**config.mk**
```make
export PLATFORM = sky130hd
export DESIGN_NAME = bin_search_ctrl
export DESIGN_NICKNAME = d
export VERILOG_FILES = /design/src/rtl/bin_search_ctrl.sv
export SDC_FILE = /design/constraint.sdc
export NUM_CORES = 1
export LEC_CHECK = 0
export CAP_MARGIN = 15
export CORE_ASPECT_RATIO = 0.7
export CORE_UTILIZATION = 25
export CTS_CLUSTER_DIAMETER = 80
export DETAILED_ROUTE_END_ITERATION = 12
export DONT_BUFFER_PORTS = 1
export PLACE_DENSITY = 0.41
export SLEW_MARGIN = 20
export SYNTH_ARGS = -nofsm -noshare
export SYNTH_HDL_FRONTEND = slang
export SYNTH_SLANG_ARGS = --single-unit
```
**constraint.sdc**
```tcl
create_clock -name clk -period 6.37 [get_ports clk]
set_input_delay 0.9555 -clock clk [delete_from_list [all_inputs] [get_ports clk]]
set_output_delay 0.9555 -clock clk [all_outputs]
set_load 0.01 [all_outputs]
```
**src/rtl/bin_search_ctrl.sv**
```systemverilog
// Window-narrowing search controller: binary steps on wide windows, linear steps
// once the window is narrow. The external scanner grades one trial bin at a time.
module bin_search_ctrl #(
    parameter  int BIN_W    = 10,
    parameter  int LIN_THR  = 10,
    parameter  int MAX_ITER = 32,
    localparam int ITER_W   = $clog2(MAX_ITER + 1)
) (
    input  logic              clk,
    input  logic              rst_n,
    input  logic              start,
    input  logic [BIN_W-1:0]  center,
    input  logic [BIN_W-1:0]  range,
    input  logic              scan_done,
    input  logic              pass,
    output logic [BIN_W-1:0]  trial,
    output logic              trial_valid,
    output logic [BIN_W-1:0]  hibin,
    output logic [BIN_W-1:0]  lobin,
    output logic [BIN_W-1:0]  result,
    output logic              busy,
    output logic              done,
    output logic              fail,
    output logic [ITER_W-1:0] iter_cnt
);

    typedef enum logic [2:0] {S_IDLE, S_ISSUE, S_WAIT, S_DONE, S_FAIL} state_t;

    localparam logic [BIN_W-1:0]  LIN_THR_W  = BIN_W'(LIN_THR);
    localparam logic [ITER_W-1:0] MAX_ITER_W = ITER_W'(MAX_ITER);

    state_t            state_q, state_d;
    logic [BIN_W-1:0]  lo_q, lo_d, hi_q, hi_d;
    logic [BIN_W-1:0]  trial_q, trial_d, result_q, result_d;
    logic [ITER_W-1:0] iter_q, iter_d;

    logic [BIN_W:0]    hi_sum;
    logic [BIN_W-1:0]  lo_load, hi_load, span, trial_calc, new_hi, new_lo;
    logic [ITER_W-1:0] iter_inc;

    always_ff @(posedge clk or negedge rst_n) begin
        if (!rst_n) begin
            state_q  <= S_IDLE;
            lo_q     <= '0;
            hi_q     <= '0;
            trial_q  <= '0;
            result_q <= '0;
            iter_q   <= '0;
        end else begin
            state_q  <= state_d;
            lo_q     <= lo_d;
            hi_q     <= hi_d;
            trial_q  <= trial_d;
            result_q <= result_d;
            iter_q   <= iter_d;
        end
    end

    always_comb begin
        // Upper bound is summed one bit wider so it can saturate at the top code.
        hi_sum     = {1'b0, center} + {1'b0, range};
        hi_load    = hi_sum[BIN_W] ? '1 : hi_sum[BIN_W-1:0];
        lo_load    = (center < range) ? '0 : center - range;
        span       = hi_q - lo_q;
        trial_calc = (span <= LIN_THR_W) ? hi_q - 1'b1 : lo_q + (span >> 1);
        new_hi     = pass ? trial_q : hi_q;
        new_lo     = pass ? lo_q : trial_q + 1'b1;
        iter_inc   = iter_q + 1'b1;

        state_d  = state_q;
        lo_d     = lo_q;
        hi_d     = hi_q;
        trial_d  = trial_q;
        result_d = result_q;
        iter_d   = iter_q;

        if (start) begin
            lo_d    = lo_load;
            hi_d    = hi_load;
            iter_d  = '0;
            state_d = S_ISSUE;
        end else begin
            case (state_q)
                S_ISSUE: begin
                    if (hi_q == lo_q) begin
                        result_d = hi_q;
                        state_d  = S_DONE;
                    end else begin
                        trial_d = trial_calc;
                        state_d = S_WAIT;
                    end
                end
                S_WAIT: begin
                    if (scan_done) begin
                        hi_d   = new_hi;
                        lo_d   = new_lo;
                        iter_d = iter_inc;
                        if (iter_inc == MAX_ITER_W && new_hi != new_lo) begin
                            result_d = new_hi;
                            state_d  = S_FAIL;
                        end else begin
                            state_d = S_ISSUE;
                        end
                    end
                end
                default: ;
            endcase
        end
    end

    assign trial       = trial_q;
    assign trial_valid = (state_q == S_WAIT);
    assign hibin       = hi_q;
    assign lobin       = lo_q;
    assign result      = result_q;
    assign busy        = (state_q == S_ISSUE) || (state_q == S_WAIT);
    assign done        = (state_q == S_DONE);
    assign fail        = (state_q == S_FAIL);
    assign iter_cnt    = iter_q;

endmodule

```
---- Word-level counts from Yosys, hierarchy flattened ----
Index checks and enable logic that the tools add are counted.
W data, S select, Z words.
word-level totals
  bits in registers ....................... 49
  bits of input ports ..................... 25
  output and inout bits ................... 50
  word-level logic and storage cells ...... 61
operators by class
  add/sub/neg operators ................... 7
  $lt $le $gt $ge ......................... 2
  equal/unequal tests ..................... 11
  mux-type cells .......................... 23
  bitwise gates (word level) .............. 2
  reduce and logical (&&, ||, !) cells .... 10
operators by type and width
  kind                     count
  $mux W10                 14
  $pmux W10 S2             1
  $sub A10 B10 Y10         2
  $mux W6                  3
  $add A10 B10 Y11         1
  $add A10 B1 Y10 const B  1
  $add A10 B9 Y10          1
  $eq A10 B10 Y1           1
  $le A10 B4 Y1 const B    1
  $lt A10 B10 Y1           1
  $ne A10 B10 Y1           1
  $sub A10 B1 Y10 const B  1
  $mux W3                  3
  $add A6 B1 Y6 const B    1
  $eq A3 B2 Y1 const B     2
  $eq A6 B6 Y1 const B     1
  $pmux W3 S2              1
  $reduce_bool A2 Y1       3
  $reduce_and A5 Y1        1
  $ne A2 B2 Y1 const B     2
  $reduce_and A2 Y1        2
  $eq A3 B1 Y1 const B     1
  $eq A3 B3 Y1 const B     1
  $ne A3 B3 Y1 const B     1
  7 further kinds          8

---- Longest topological paths before layout ----
  word-level depth ........................ 8
  mapped depth ............................ 18
  mapped depth without buffers ............ 18

---- Worst setup path after synthesis ----
Ideal clock, no wire load.
  path kind ............................... flip-flop to flip-flop
  from .................................... register lo_q[1] (netlist: lobin[1])
  to ...................................... register trial_q[9] (netlist: trial[9])
  data arrival time ....................... 3.267 ns
  data required time ...................... 6.233 ns
  setup slack ............................. 2.966 ns
  cell stages (with the launch flop) ...... 16
  period minus slack after synthesis ...... 3.404 ns
  path through ............................ dfrtp_1 -> inv_1 -> ha_1 -> nor2b_1 -> o2111ai_1 -> nand3b_1 -> xor2_1 -> ha_1 -> and3_1 -> a221o_1 -> o41a_1 -> a21o_1 -> a21oi_1 -> xnor2_1 -> nand3_1 -> o221ai_1
on the way
  longest elaborated chain between the ends .. 3
  elaborated cells between the ends (all ways) .. 7
RTL lines
  element                                                    line    source
  start, declared                                            33      logic [BIN_W-1:0] lo_q, lo_d, hi_q, hi_d;
  start signal, assigned                                     51      lo_q <= lo_d;
  $sub A10 B10 Y10 / $eq A10 B10 Y1 (equally long branches)  64, 85
  $add A10 B9 Y10 (tied with other cells)                    65      trial_calc = (span <= LIN_THR_W) ? hi_q - 1'b1 : lo_q + (span >> 1);
  $mux W10 / $reduce_and A3 Y1 (equally long branches)       n/a
  end signal, assigned                                       53      trial_q <= trial_d;
  end, declared                                              34      logic [BIN_W-1:0] trial_q, trial_d, result_q, result_d;
Parallel ways exist; a longest one is shown, timed or not.
A chain may end at the register's enable or synchronous reset.

---- Worst setup path after layout ----
  from .................................... register hi_q[3] (netlist: hibin[3])
  to ...................................... register trial_q[9] (netlist: trial[9])
on the way
  longest elaborated chain between the ends .. 3
  elaborated cells between the ends (all ways) .. 8
RTL lines
  element                                                    line    source
  start, declared                                            33
  start signal, assigned                                     52      hi_q <= hi_d;
  $sub A10 B10 Y10 / $eq A10 B10 Y1 (equally long branches)  64, 85
  $add A10 B9 Y10 (tied with other cells)                    65
  $mux W10 / $reduce_and A3 Y1 (equally long branches)       n/a
Parallel ways exist; a longest one is shown, timed or not.

==> qor.txt <==
CTS tree: built
Slew headroom: 0.488
CTS Root Cell: clkbuf_16
Worst-Margin Slew: 0.764 ns
Vias/cell: 5.23
GRT Total Usage: 0.171
Number of I/O pins: 75
VDD IR max: 0.161 mV
Initial antenna violation count: 0
Post-CTS resize count: 0
Vias in the first global route: 4,031
Gp weighted congestion: 1.01
Clk pwr share: 0.188
Sequential cell area: 1230 sq um
RSZ-0062 raised after global routing: false
CP cell instances: ha_1 -> a21oi_1 -> nand2b_1 -> nand3b_1 -> xor2_1 -> ha_1 -> and3_1 -> a221o_1 -> o41a_1 -> a21o_1 -> a21oi_1 -> xnor2_1 -> nand3_1 -> o221ai_1
Asr flop ratio synth: 1.00
Reg power frac: 0.349
Post-Syn Area: 4730 sq um
CP startpoint kind: register
Syn avg cell area: 8.36 sq um
Lkg Pwr: 2.13 nW
Max Slew Vio Count: 0
Failing checks: design-rule violations
Setup Buffers After CTS: 0
Antenna-violating nets left: 0
Min-delay worst type: in -> async
Layout cell share with drive strength beyond 1: 0.0701
First-pass GRT wire length: 24.9 mm
Clock buffer depth: 2
Via Count: 4,067
Row count: 41
Fillers: 1,995
Crit path depth: 14
Post-synth EDFFs: 0
Reg2Reg Setup Slack: 2.50 ns
Critical Path Max Stage Delay: 0.67 ns
Synth top area cells: dfrtp_1 (26%), ha_1 (11%), xnor2_1 (8.3%)
Internal Power: 0.000918 W
H-tree depth: 2
Final #Nets: 612
WS Path Type: reg -> reg
Syn. warnings: 0
Synth area leader: dfrtp_1
1st-iter DRT viols: 307
Switching part of the total: 0.466
Area of the multi-input gates: 3200 sq um
Chip width: 166 microns
Largest net degree at the start of global routing: 50
Final setup fails: 0
Sequential area share after synthesis: 0.259
CTS Hold Bufs: 0
IO buf count: 0
CP delay by family, top: compound AO/OA/AOI/OAI gates
Worst hold slack: 0.338 ns
Min Tclk post-route: 3.87 ns
CP bufs+invs: 0
Comb pwr share: 0.463
CTS sink count: 49
Switching power of the nets: 0.000801 W
Fin crit share: 0.607
Starting Density: 0.259
Synth Flop Type: dfrtp_1
CORE AREA: 18,300 sq um
Worst path slowest cell: dfrtp_1
Drt pass-1 iters: 11
WL final: 16.0 mm
Final hold viol count: 0
DP HPWL: 12.5 mm
Clock transition at the registers of the reported paths: 0.08 ns
Remaining Overflow, GRT: 0
Critical path peak fanout: 10
Area post-placement: 4890 sq um
CTS buffer count: 5
Crit path arrival time: 4.00 ns
Yosys reg bits: 49
Max_cap viols: 0
Post-synthesis cell count: 566
Final setup skew: 0.00863 ns
Die Footprint: 19,500 sq um
Die Y-Extent: 117 microns
Fmax: 259 MHz
Outcome: finished, violations left
Avg WL per Cell: 20.6 microns
Critical path capture point type: register
P per Cell Area: 339 nW/um^2
Path depth of the worst reg2reg path: 14
Syn-to-layout area delta: 7.06%
Post-Syn Nets: 637
Final instance area: 5060 sq um
Worst-Skew Late Latency: 0.30 ns
# diodes: 0
Setup Total Neg Slack: 0 ns
Synth unique cells: 62
Critical Path RT: 6.51 ns
Post-synth top area share: 0.259
DRC errors left: 5
==> path summary, 6_finish.rpt <==
kind / startpoint / end
worst max register to register: hibin[3] / trial[9]
worst min-delay path: rst_n / state_q[0]
worst min register to register: result[7] / result[7]
max in group asynchronous: rst_n / lobin[5]
min in group clk: result[7] / result[7]
worst max-delay path: hibin[3] / trial[9]
==> per-layer routing <==
metal,GRT usage,up-vias,part of all wire
met2,0.251,134,0.40
li1,-,1949,-
met5,0,-,0
met3,0.0414,9,0.074
met4,0.0352,0,0.0077
met1,0.251,1975,0.51
==> metrics by stage <==
stage          setup WS (ns)  cells  utilization  total power, W
4_1_cts                 2.55    778        0.277         0.00173
5_1_grt                 2.24    778        0.277         0.00186
6_report                2.50    778        0.277         0.00172
3_5_place_dp            2.59    770        0.268         0.00139
2_1_floorplan           2.97    566            -         0.00117
3_3_place_gp            2.62    770        0.268         0.00140
==> cell type report <==
class | instances | area share
repair buffers | 2 | 0.00296
flip-flops and latches | 49 | 0.242
inverters | 41 | 0.0304
clock inverters | 3 | 0.00914
well taps | 236 | 0.0583
multi-input cells | 442 | 0.632
clock buffers | 5 | 0.0247
==> power by group through the flow <==
stage          registers [W]  logic (W)  clock network [W]
2_1_floorplan       0.000453   0.000712                  0
5_1_grt             0.000617   0.000901           0.000343
6_report            0.000600   0.000796           0.000323
3_5_place_dp        0.000607   0.000786                  0
4_1_cts             0.000601   0.000794           0.000332
3_3_place_gp        0.000607   0.000797                  0
==> layout by cell type (no fill, tap or decap), types with 3 or more instances in the layout <==
cell type | synthesis | layout
o32ai_1 | 4 | 4
o21a_1 | 3 | 3
xor2_1 | 19 | 19
a21oi_1 | 43 | 43
o22ai_1 | 7 | 7
and2_1 | 5 | 5
o21bai_1 | 6 | 6
nand2b_1 | 4 | 4
o41ai_1 | 3 | 3
dfrtp_1 | 49 | 49
nand4_1 | 5 | 5
clkbuf_16 | 0 | 5
and3_2 | 3 | 3
nor2_1 | 31 | 31
inv_1 | 41 | 41
o31ai_1 | 3 | 3
a21o_1 | 6 | 6
and3_1 | 9 | 9
nor2b_1 | 6 | 6
o21ai_0 | 33 | 33
mux2i_1 | 10 | 10
mux2_2 | 19 | 19
or3_1 | 8 | 8
nand3_1 | 15 | 15
ha_1 | 42 | 42
nand2_1 | 49 | 49
a211oi_1 | 11 | 11
nor3_1 | 14 | 14
fa_1 | 4 | 4
xnor2_1 | 45 | 45
==> registers in the layout (all words and copies together) (netlist names) <==
signal / cells
state_q: 3
trial: 10
iter_cnt: 6
lobin: 10
result: 10
hibin: 10
==> cell families (layout without fill, tap and decap cells) <==
group	count (synthesis)	in the layout	synth area share
multiplexers	29	29	0.0664
flip-flops	49	49	0.259
buffers and inverters	75	51	0.0637
XOR/XNOR	64	64	0.118
AO/OA/AOI/OAI	142	142	0.195
AND/OR/NAND/NOR	161	161	0.169
adder cells (fa/ha/maj)	46	46	0.128
==> cell usage after synthesis (3+ instances only) <==
| cell type | n |
|---|---|
| xor2_1 | 19 |
| ha_1 | 42 |
| o22ai_1 | 7 |
| o32ai_1 | 4 |
| and2_1 | 5 |
| o31ai_1 | 3 |
| a21oi_1 | 43 |
| buf_2 | 7 |
| and3_1 | 9 |
| o21a_1 | 3 |
| o41ai_1 | 3 |
| mux2i_1 | 10 |
| nor2_1 | 31 |
| o21ai_0 | 33 |
| clkbuf_1 | 22 |
| nand4_1 | 5 |
| xnor2_1 | 45 |
| or3_1 | 8 |
| nor3_1 | 14 |
| inv_1 | 41 |
| nor2b_1 | 6 |
| nand2b_1 | 4 |
| mux2_2 | 19 |
| nand3_1 | 15 |
| o21bai_1 | 6 |
| buf_1 | 3 |
| and3_2 | 3 |
| dfrtp_1 | 49 |
| a211oi_1 | 11 |
| nand2_1 | 49 |
| fa_1 | 4 |
| a21o_1 | 6 |
(Power assumes the default switching activity.)
